==> src/rtl/hazard_pkg.sv <==
// Shared encodings for the pipeline hazard controller: FSM states,
// operand-forwarding codes and the canonical NOP instruction word.
package hazard_pkg;

  typedef enum logic [1:0] {
    ST_INIT  = 2'd0,
    ST_RUN   = 2'd1,
    ST_FLUSH = 2'd2,
    ST_HALT  = 2'd3
  } hz_state_e;

  localparam logic [1:0]  FWD_RF  = 2'b00;
  localparam logic [1:0]  FWD_MEM = 2'b01;
  localparam logic [1:0]  FWD_WB  = 2'b10;

  localparam logic [31:0] NOP_INSTR = 32'h0000_0013;

  // A write to x0 is architecturally discarded, so it can never be a source.
  function automatic logic rd_hit(input logic wr, input logic [4:0] rd, input logic [4:0] rs);
    return wr && (rd != 5'd0) && (rd == rs);
  endfunction

endpackage

==> src/rtl/fwd_sel.sv <==
// Per-operand forwarding select: the youngest in-flight producer (MEM) wins
// over WB; operands the instruction does not read always come from the regfile.
import hazard_pkg::*;

module fwd_sel (
  input  logic [4:0] rs,
  input  logic       use_rs,
  input  logic [4:0] mem_rd,
  input  logic       mem_reg_write,
  input  logic [4:0] wb_rd,
  input  logic       wb_reg_write,
  output logic [1:0] fwd
);

  always_comb begin
    fwd = FWD_RF;
    if (use_rs) begin
      if (rd_hit(mem_reg_write, mem_rd, rs))
        fwd = FWD_MEM;
      else if (rd_hit(wb_reg_write, wb_rd, rs))
        fwd = FWD_WB;
    end
  end

endmodule

==> src/rtl/pipe_hazard_ctrl.sv <==
// Five-stage pipeline hazard controller: redirect flush, load-use stall, debug halt
// and operand forwarding. Define HAZARD_PERF_CNT_EN to build the saturating perf counters.
import hazard_pkg::*;

module pipe_hazard_ctrl #(
  parameter int XLEN  = 32,
  parameter int CNT_W = 16
) (
  input  logic            clk,
  input  logic            rstn,
  input  logic [4:0]      id_rs1,
  input  logic [4:0]      id_rs2,
  input  logic            id_use_rs1,
  input  logic            id_use_rs2,
  input  logic [4:0]      ex_rd,
  input  logic            ex_mem_read,
  input  logic            ex_reg_write,
  input  logic [4:0]      mem_rd,
  input  logic            mem_reg_write,
  input  logic [4:0]      wb_rd,
  input  logic            wb_reg_write,
  input  logic            redirect_req,
  input  logic [XLEN-1:0] redirect_pc,
  input  logic            halt_req,
  output logic            pc_en,
  output logic            ifid_en,
  output logic            ifid_flush,
  output logic            idex_flush,
  output logic            pc_sel,
  output logic [XLEN-1:0] pc_target,
  output logic [1:0]      fwd_a,
  output logic [1:0]      fwd_b,
  output logic            halted,
  output logic [CNT_W-1:0] stall_cnt,
  output logic [CNT_W-1:0] flush_cnt
);

  hz_state_e state_reg, state_next;
  logic      load_use;

  logic [4:0] rs_arr  [2];
  logic       use_arr [2];
  logic [1:0] fwd_arr [2];

  assign rs_arr[0]  = id_rs1;
  assign rs_arr[1]  = id_rs2;
  assign use_arr[0] = id_use_rs1;
  assign use_arr[1] = id_use_rs2;

  generate
    for (genvar gi = 0; gi < 2; gi++) begin : g_fwd
      fwd_sel u_fwd_sel (
        .rs            (rs_arr[gi]),
        .use_rs        (use_arr[gi]),
        .mem_rd        (mem_rd),
        .mem_reg_write (mem_reg_write),
        .wb_rd         (wb_rd),
        .wb_reg_write  (wb_reg_write),
        .fwd           (fwd_arr[gi])
      );
    end
  endgenerate

  assign fwd_a     = fwd_arr[0];
  assign fwd_b     = fwd_arr[1];
  assign pc_target = redirect_pc;

  assign load_use = ex_mem_read &&
                    (rd_hit(ex_reg_write, ex_rd, id_rs1) && id_use_rs1 ||
                     rd_hit(ex_reg_write, ex_rd, id_rs2) && id_use_rs2);

  always_ff @(posedge clk or negedge rstn) begin
    if (!rstn) state_reg <= ST_INIT;
    else       state_reg <= state_next;
  end

  always_comb begin
    state_next = state_reg;
    pc_en      = 1'b0;
    ifid_en    = 1'b0;
    ifid_flush = 1'b0;
    idex_flush = 1'b0;
    pc_sel     = 1'b0;
    halted     = 1'b0;
    case (state_reg)
      ST_INIT: begin
        ifid_flush = 1'b1;
        idex_flush = 1'b1;
        state_next = ST_RUN;
      end
      ST_RUN: begin
        if (redirect_req) begin
          pc_sel     = 1'b1;
          pc_en      = 1'b1;
          ifid_en    = 1'b1;
          ifid_flush = 1'b1;
          idex_flush = 1'b1;
          state_next = ST_FLUSH;
        end else if (load_use) begin
          // Stay in RUN: the load moves to MEM next cycle and the hazard clears.
          idex_flush = 1'b1;
        end else if (halt_req) begin
          idex_flush = 1'b1;
          state_next = ST_HALT;
        end else begin
          pc_en   = 1'b1;
          ifid_en = 1'b1;
        end
      end
      ST_FLUSH: begin
        pc_en      = 1'b1;
        ifid_en    = 1'b1;
        ifid_flush = 1'b1;
        state_next = ST_RUN;
      end
      ST_HALT: begin
        idex_flush = 1'b1;
        halted     = 1'b1;
        if (!halt_req) state_next = ST_RUN;
      end
      default: state_next = ST_INIT;
    endcase
  end

`ifdef HAZARD_PERF_CNT_EN
  logic             stall_inc, flush_inc;
  logic [CNT_W-1:0] stall_cnt_reg, flush_cnt_reg;

  assign stall_inc = (state_reg == ST_RUN) && !redirect_req && load_use;
  assign flush_inc = (state_reg == ST_RUN) && redirect_req;

  always_ff @(posedge clk or negedge rstn) begin
    if (!rstn) begin
      stall_cnt_reg <= '0;
      flush_cnt_reg <= '0;
    end else begin
      if (stall_inc && (stall_cnt_reg != '1)) stall_cnt_reg <= stall_cnt_reg + 1'b1;
      if (flush_inc && (flush_cnt_reg != '1)) flush_cnt_reg <= flush_cnt_reg + 1'b1;
    end
  end

  assign stall_cnt = stall_cnt_reg;
  assign flush_cnt = flush_cnt_reg;
`else
  assign stall_cnt = '0;
  assign flush_cnt = '0;
`endif

endmodule

==> config.mk <==
export PLATFORM = sky130hd
export DESIGN_NAME = pipe_hazard_ctrl
export DESIGN_NICKNAME = d
export VERILOG_FILES = /design/src/rtl/hazard_pkg.sv /design/src/rtl/fwd_sel.sv /design/src/rtl/pipe_hazard_ctrl.sv
export SDC_FILE = /design/constraint.sdc
export NUM_CORES = 1
export LEC_CHECK = 0
export CAP_MARGIN = 20
export CORE_MARGIN = 3
export CORE_UTILIZATION = 29
export DETAILED_ROUTE_END_ITERATION = 8
export PLACE_DENSITY_LB_ADDON = 0.2
export SYNTH_ARGS = -nofsm -noshare
export SYNTH_HDL_FRONTEND = slang
export SYNTH_HIERARCHICAL = 1
export SYNTH_SLANG_ARGS = --single-unit
==> constraint.sdc <==
create_clock -name clk -period 2.6 [get_ports clk]
set_input_delay 0.52 -clock clk [delete_from_list [all_inputs] [get_ports clk]]
set_output_delay 0.52 -clock clk [all_outputs]
set_load 0.01 [all_outputs]
After elaboration in Yosys (flattened, before gate mapping)
Index checks and enable logic that the tools add are counted.
{"block": "word_totals", "ff_bits": 2, "latchBits": 0, "mem_bits_rw": 0, "romBits": 0, "inputBits": 67, "output_inout_bits": 74, "wordCells": 56, "n_memories": 0}
{"block": "op_classes", "n_addsub": 0, "mul": 0, "div": 0, "order_cmp": 0, "n_eq_ne": 12, "shifts": 0, "mux": 23, "bitwise": 0, "n_reduce_logical": 20}
{"operator": "5-bit equality test", "n": 6}
{"operator": "2-bit 2-to-1 mux", "n": 10}
{"operator": "5-bit nonzero test", "n": 3}
{"operator": "1-bit logical AND", "n": 12}
{"operator": "1-bit 2-to-1 mux", "n": 9}
{"operator": "3-bit inequality test (second input constant)", "n": 2}
{"operator": "1-bit one-hot mux with 2 select lines", "n": 3}
{"operator": "2-bit one-hot mux with 3 select lines", "n": 1}
{"operator": "2-bit equality test (second input constant)", "n": 2}
{"operator": "2-bit OR reduction", "n": 2}
{"operator": "3-bit AND reduction", "n": 1}
{"operator": "2-bit by 1-bit equality test with 1-bit output (second input constant)", "n": 1}
{"operator": "2-bit logical NOT", "n": 1}
{"operator": "2-bit inequality test (second input constant)", "n": 1}
{"operator": "1-bit logical OR", "n": 1}

Longest topological paths before layout
{"block": "depth", "word_depth": 9, "ltp_mapped": 6, "ltp_nobuf": 5}

Modules after synthesis
The synthesis kept the hierarchy.
{"module": "pipe_hazard_ctrl", "n_inst": 1, "cells_per_inst": 112, "area_per_inst_um2": 859.6}
{"module": "fwd_sel", "n_inst": 2, "cells_per_inst": 21, "area_per_inst_um2": 165.2}

Worst setup path after synthesis
OpenSTA, ideal clock, no wires.
{"block": "synth_timing", "kind": "input to output", "start": "in ex_rd[1]", "end": "out pc_en", "arrival_time_ps": 1787, "path_slack_ps": 293, "cell_stages": 5, "cell_sequence": "or4_4 o211ai_2 o211ai_1 a21oi_1 buf_4"}
{"block": "synth_via", "elab_chain_len": 9, "word_cells_on_any_way": 13}
{"element": "start: declaration", "line_no": "pipe_hazard_ctrl.sv:15", "text": "input logic [4:0] ex_rd,"}
{"element": "5-bit nonzero test", "line_no": "hazard_pkg.sv:20", "text": "return wr && (rd != 5'd0) && (rd == rs);"}
{"element": "1-bit logical AND (2 in series)", "line_no": "hazard_pkg.sv:20"}
{"element": "1-bit logical AND (on tied branches)", "line_no": "pipe_hazard_ctrl.sv:69, pipe_hazard_ctrl.sv:70"}
{"element": "1-bit logical OR *", "line_no": "pipe_hazard_ctrl.sv:69", "text": "(rd_hit(ex_reg_write, ex_rd, id_rs1) && id_use_rs1 ||"}
{"element": "1-bit logical AND *", "line_no": "pipe_hazard_ctrl.sv:68", "text": "assign load_use = ex_mem_read &&"}
{"element": "1-bit 2-to-1 mux * (2 in series)"}
{"element": "1-bit one-hot mux with 2 select lines *"}
{"element": "end: declaration", "line_no": "pipe_hazard_ctrl.sv:25", "text": "output logic pc_en,"}
Mark *: on every way between the ends. The rest lies on a longest branch, timed or not.

Final worst setup path
{"block": "layout_timing", "start": "in mem_rd[1]", "end": "out fwd_a[1]"}
{"block": "layout_via", "elab_chain_len": 5, "word_cells_on_any_way": 6}
{"element": "start: declaration", "line_no": "pipe_hazard_ctrl.sv:18", "text": "input logic [4:0] mem_rd,"}
{"element": "5-bit nonzero test", "line_no": "hazard_pkg.sv:20"}
{"element": "1-bit logical AND", "line_no": "hazard_pkg.sv:20"}
{"element": "1-bit logical AND *", "line_no": "hazard_pkg.sv:20"}
{"element": "2-bit 2-to-1 mux *", "line_no": "fwd_sel.sv:18", "text": "if (rd_hit(mem_reg_write, mem_rd, rs))"}
{"element": "2-bit 2-to-1 mux *", "line_no": "fwd_sel.sv:17", "text": "if (use_rs) begin"}
{"element": "end: declaration", "line_no": "pipe_hazard_ctrl.sv:31", "text": "output logic [1:0] fwd_a,"}
Marks and branches as above.

==> impl_metrics.env <==
export IMPL_start_kind="input port"
export IMPL_ys_warn_count=6
export IMPL_hp_class="input port to asynchronous set/reset pin"
export IMPL_grt_pass1_wl_mm=4.76
export IMPL_core_sq_mm=0.00380
export IMPL_io_pins=141
export IMPL_drc=0
export IMPL_vias=982
export IMPL_synthDistinctLibCells=30
export IMPL_cts_path_max_buffers=2
export IMPL_muxShareOfSynthArea_pct=0
export IMPL_synth_area_sq_mm=0.00119
export IMPL_num_antenna_cells=0
export IMPL_grt_antenna_before_repair=0
export IMPL_synthSimpleGateAreaFrac_pct=17.6
export IMPL_outcome="completed"
export IMPL_grt_usage_pct=12.1
export IMPL_rsz0062_at_grt="false"
export IMPL_timing_final_crit_share_pct=97.3
export IMPL_stdcell_count=228
export IMPL_initial_core_util_pct=31.3
export IMPL_dp_hpwl_mm=2.59
export IMPL_cp_arrival_ns=2.01
export IMPL_synth_ff_type="dfrtp_1"
export IMPL_cts_root_buf="clkbuf_8"
export IMPL_postRouteAntennaNets=0
export IMPL_fmax_mhz=395
export IMPL_die_width_um=70.1
export IMPL_hold_buffers=0
export IMPL_final_area_sq_mm=0.00145
export IMPL_clk_latency_ns=0.22
export IMPL_ys_ff_latch=2
export IMPL_wl_mm=3.07
export IMPL_h_tree_depth=1
export IMPL_clock_sinks=2
export IMPL_maxCapViolCount=0
export IMPL_fin_hold_ws_ns=0.466
export IMPL_synth_seq_area_share_pct=4.21
export IMPL_rows=22
export IMPL_hold_violations=0
export IMPL_synthXorXnorAreaFrac_pct=19.1
export IMPL_yosys_area_top_type="buf_4"
export IMPL_synth_compound_area_share_pct=10.7
export IMPL_firstDrtPassIters=4
export IMPL_required_ns=2.08
export IMPL_drive_gt1_share_pct=20.6
export IMPL_synthCells=154
export IMPL_fin_setup_tns_ns=0
export IMPL_async_reset_ff_share_pct=100
export IMPL_crit_type="input port to primary output"
export IMPL_yosys_area_share_adder_pct=4.21
export IMPL_placed_cell_area_sq_mm=0.00142
export IMPL_finClkSkew_ns=0.00318
export IMPL_crit_fanout=3
export IMPL_first_global_vias=993
export IMPL_post_cts_buffers=0
export IMPL_synth_top_family_by_area="buffers and inverters"
export IMPL_synth_top_area_share_pct=41.0
export IMPL_dp_cells=225
export IMPL_grt_max_degree=8
export IMPL_numCtsBuffers=3
export IMPL_slew_viol_final=0
export IMPL_io_buffers=44
export IMPL_synth_area_top_cells="buf_4 (41%), xor2_1 (10%), xnor2_1 (8.8%)"
export IMPL_p_leak_nw=0.688
export IMPL_synthTopCellsByCount="buf_4 (65), xor2_1 (14), xnor2_1 (12)"
export IMPL_syn_to_final_growth_pct=21.8
export IMPL_cts_tree="yes"
export IMPL_critPathCaptureType="primary output"
export IMPL_post_route_util_pct=38.1
export IMPL_fp_dieH_um=70.1
export IMPL_syn_mean_instance_area_sq_um=7.73
export IMPL_wl_per_cell_um=13.5
export IMPL_powerDensity_mw_per_mm2=462
export IMPL_clkTransAtPathRegs_ns=0.03
export IMPL_largest_register_ffs=2
export IMPL_gp_congestion=0.887
export IMPL_setup_viol=0
export IMPL_dieArea_sq_mm=0.00491
export IMPL_yosysMostFrequentCell="buf_4"
export IMPL_avgViaCountPerCell=4.31
export IMPL_synth_edff_count=0
export IMPL_nets=253
export IMPL_ir_drop_mv=0.520
export IMPL_fin_crit_ns=2.53
export IMPL_drtIter0Drc=28
export IMPL_overflow=0
## cell families (layout without fill, tap and decap cells)
| family | count (synthesis) | in the layout |
|---|---|---|
| DFF | 2 | 2 |
| AOI/OAI and AO/OA | 18 | 18 |
| and+or+nand+nor | 29 | 29 |
| adders and majority gates | 4 | 4 |
| xor gates and xnor gates | 26 | 26 |
| buffers and inverters | 74 | 69 |
| other | 1 | 32 |
## critical path, stage by stage
cell and delay [ns]:
clkdlybuf4s50_1 0.48, nor4_2 0.28, o21ai_1 0.11, and4_4 0.18, nor3_2 0.15, dlygate4sd2_1 0.28
## timing repair
action | CTS | global route
setup endpoints to repair | 7 | 5
gates resized for setup | 39 | 7
pin swaps | 6 | 2
## where the power goes
part | internal (mW) | switching (mW) | total [mW]
logic | 0.224 | 0.254 | 0.477
clock network | 0.0983 | 0.0289 | 0.127
registers | 0.0459 | 0.0187 | 0.0646
total | 0.368 | 0.301 | 0.669
## layout make-up
class                   instances  area [sq um]
repair buffers                 57           503
fillers                       417          2350
inverters                       9          33.8
well taps                      48          60.1
flip-flops and latches          2          50.0
clock buffers                   3          41.3
multi-input cells             109           761
## worst paths after layout
path	from	endpoint	slack [ns]	cells after the start
setup / recovery	mem_rd[1]	fwd_a[1]	0.07	6
hold / removal	rstn	state_reg[1]$_DFFE_PN0P_	0.47	1
setup reg to reg	state_reg[1]$_DFFE_PN0P_	state_reg[1]$_DFFE_PN0P_	1.29	4
hold reg to reg	state_reg[1]$_DFFE_PN0P_	state_reg[1]$_DFFE_PN0P_	0.64	2
max in group asynchronous	rstn	state_reg[0]$_DFFE_PN0P_	2.01	1
min in group clk	state_reg[1]$_DFFE_PN0P_	state_reg[1]$_DFFE_PN0P_	0.64	2
## placed cells by master (no fill, tap or decap), types with 2 or more instances in the layout
master,synthesis,routed
conb_1,1,32
clkdlybuf4s50_1,0,20
xor2_1,14,14
buf_4,65,13
dlygate4sd2_1,0,13
xnor2_1,12,12
inv_1,9,9
ha_1,4,4
nor3_2,4,4
dlymetal6s2s_1,0,4
buf_2,0,4
and2_1,3,3
nor2_1,3,3
a21oi_1,4,3
nor4_1,4,3
nor4_2,2,3
o2111ai_1,3,3
o21ai_0,3,3
clkbuf_8,0,3
nand3_1,2,2
or2_1,2,2
nand2_1,2,2
o21ai_1,2,2
and4_4,2,2
nand4_1,2,2
clkbuf_2,0,2
dfrtp_1,2,2
## routing by layer
layer,global-route usage [%],wire (um),up-vias
li1,-,-,471
met1,13.0,1180,452
met2,21.5,1570,55
met3,3.31,257,4
met4,5.96,50,0
met5,0,0,-
## metrics by stage
| stage | power, mW | setup slack, ns |
|---|---|---|
| 6_report | 0.669 | 0.0708 |
| 2_1_floorplan | 0.414 | 0.293 |
| 5_1_grt | 0.737 | 0.0175 |
| 4_1_cts | 0.676 | 0.00378 |
| 3_5_place_dp | 0.572 | -0.630 |
| 3_3_place_gp | 0.567 | -0.609 |
Note: power is estimated with default switching activity, not from simulation.
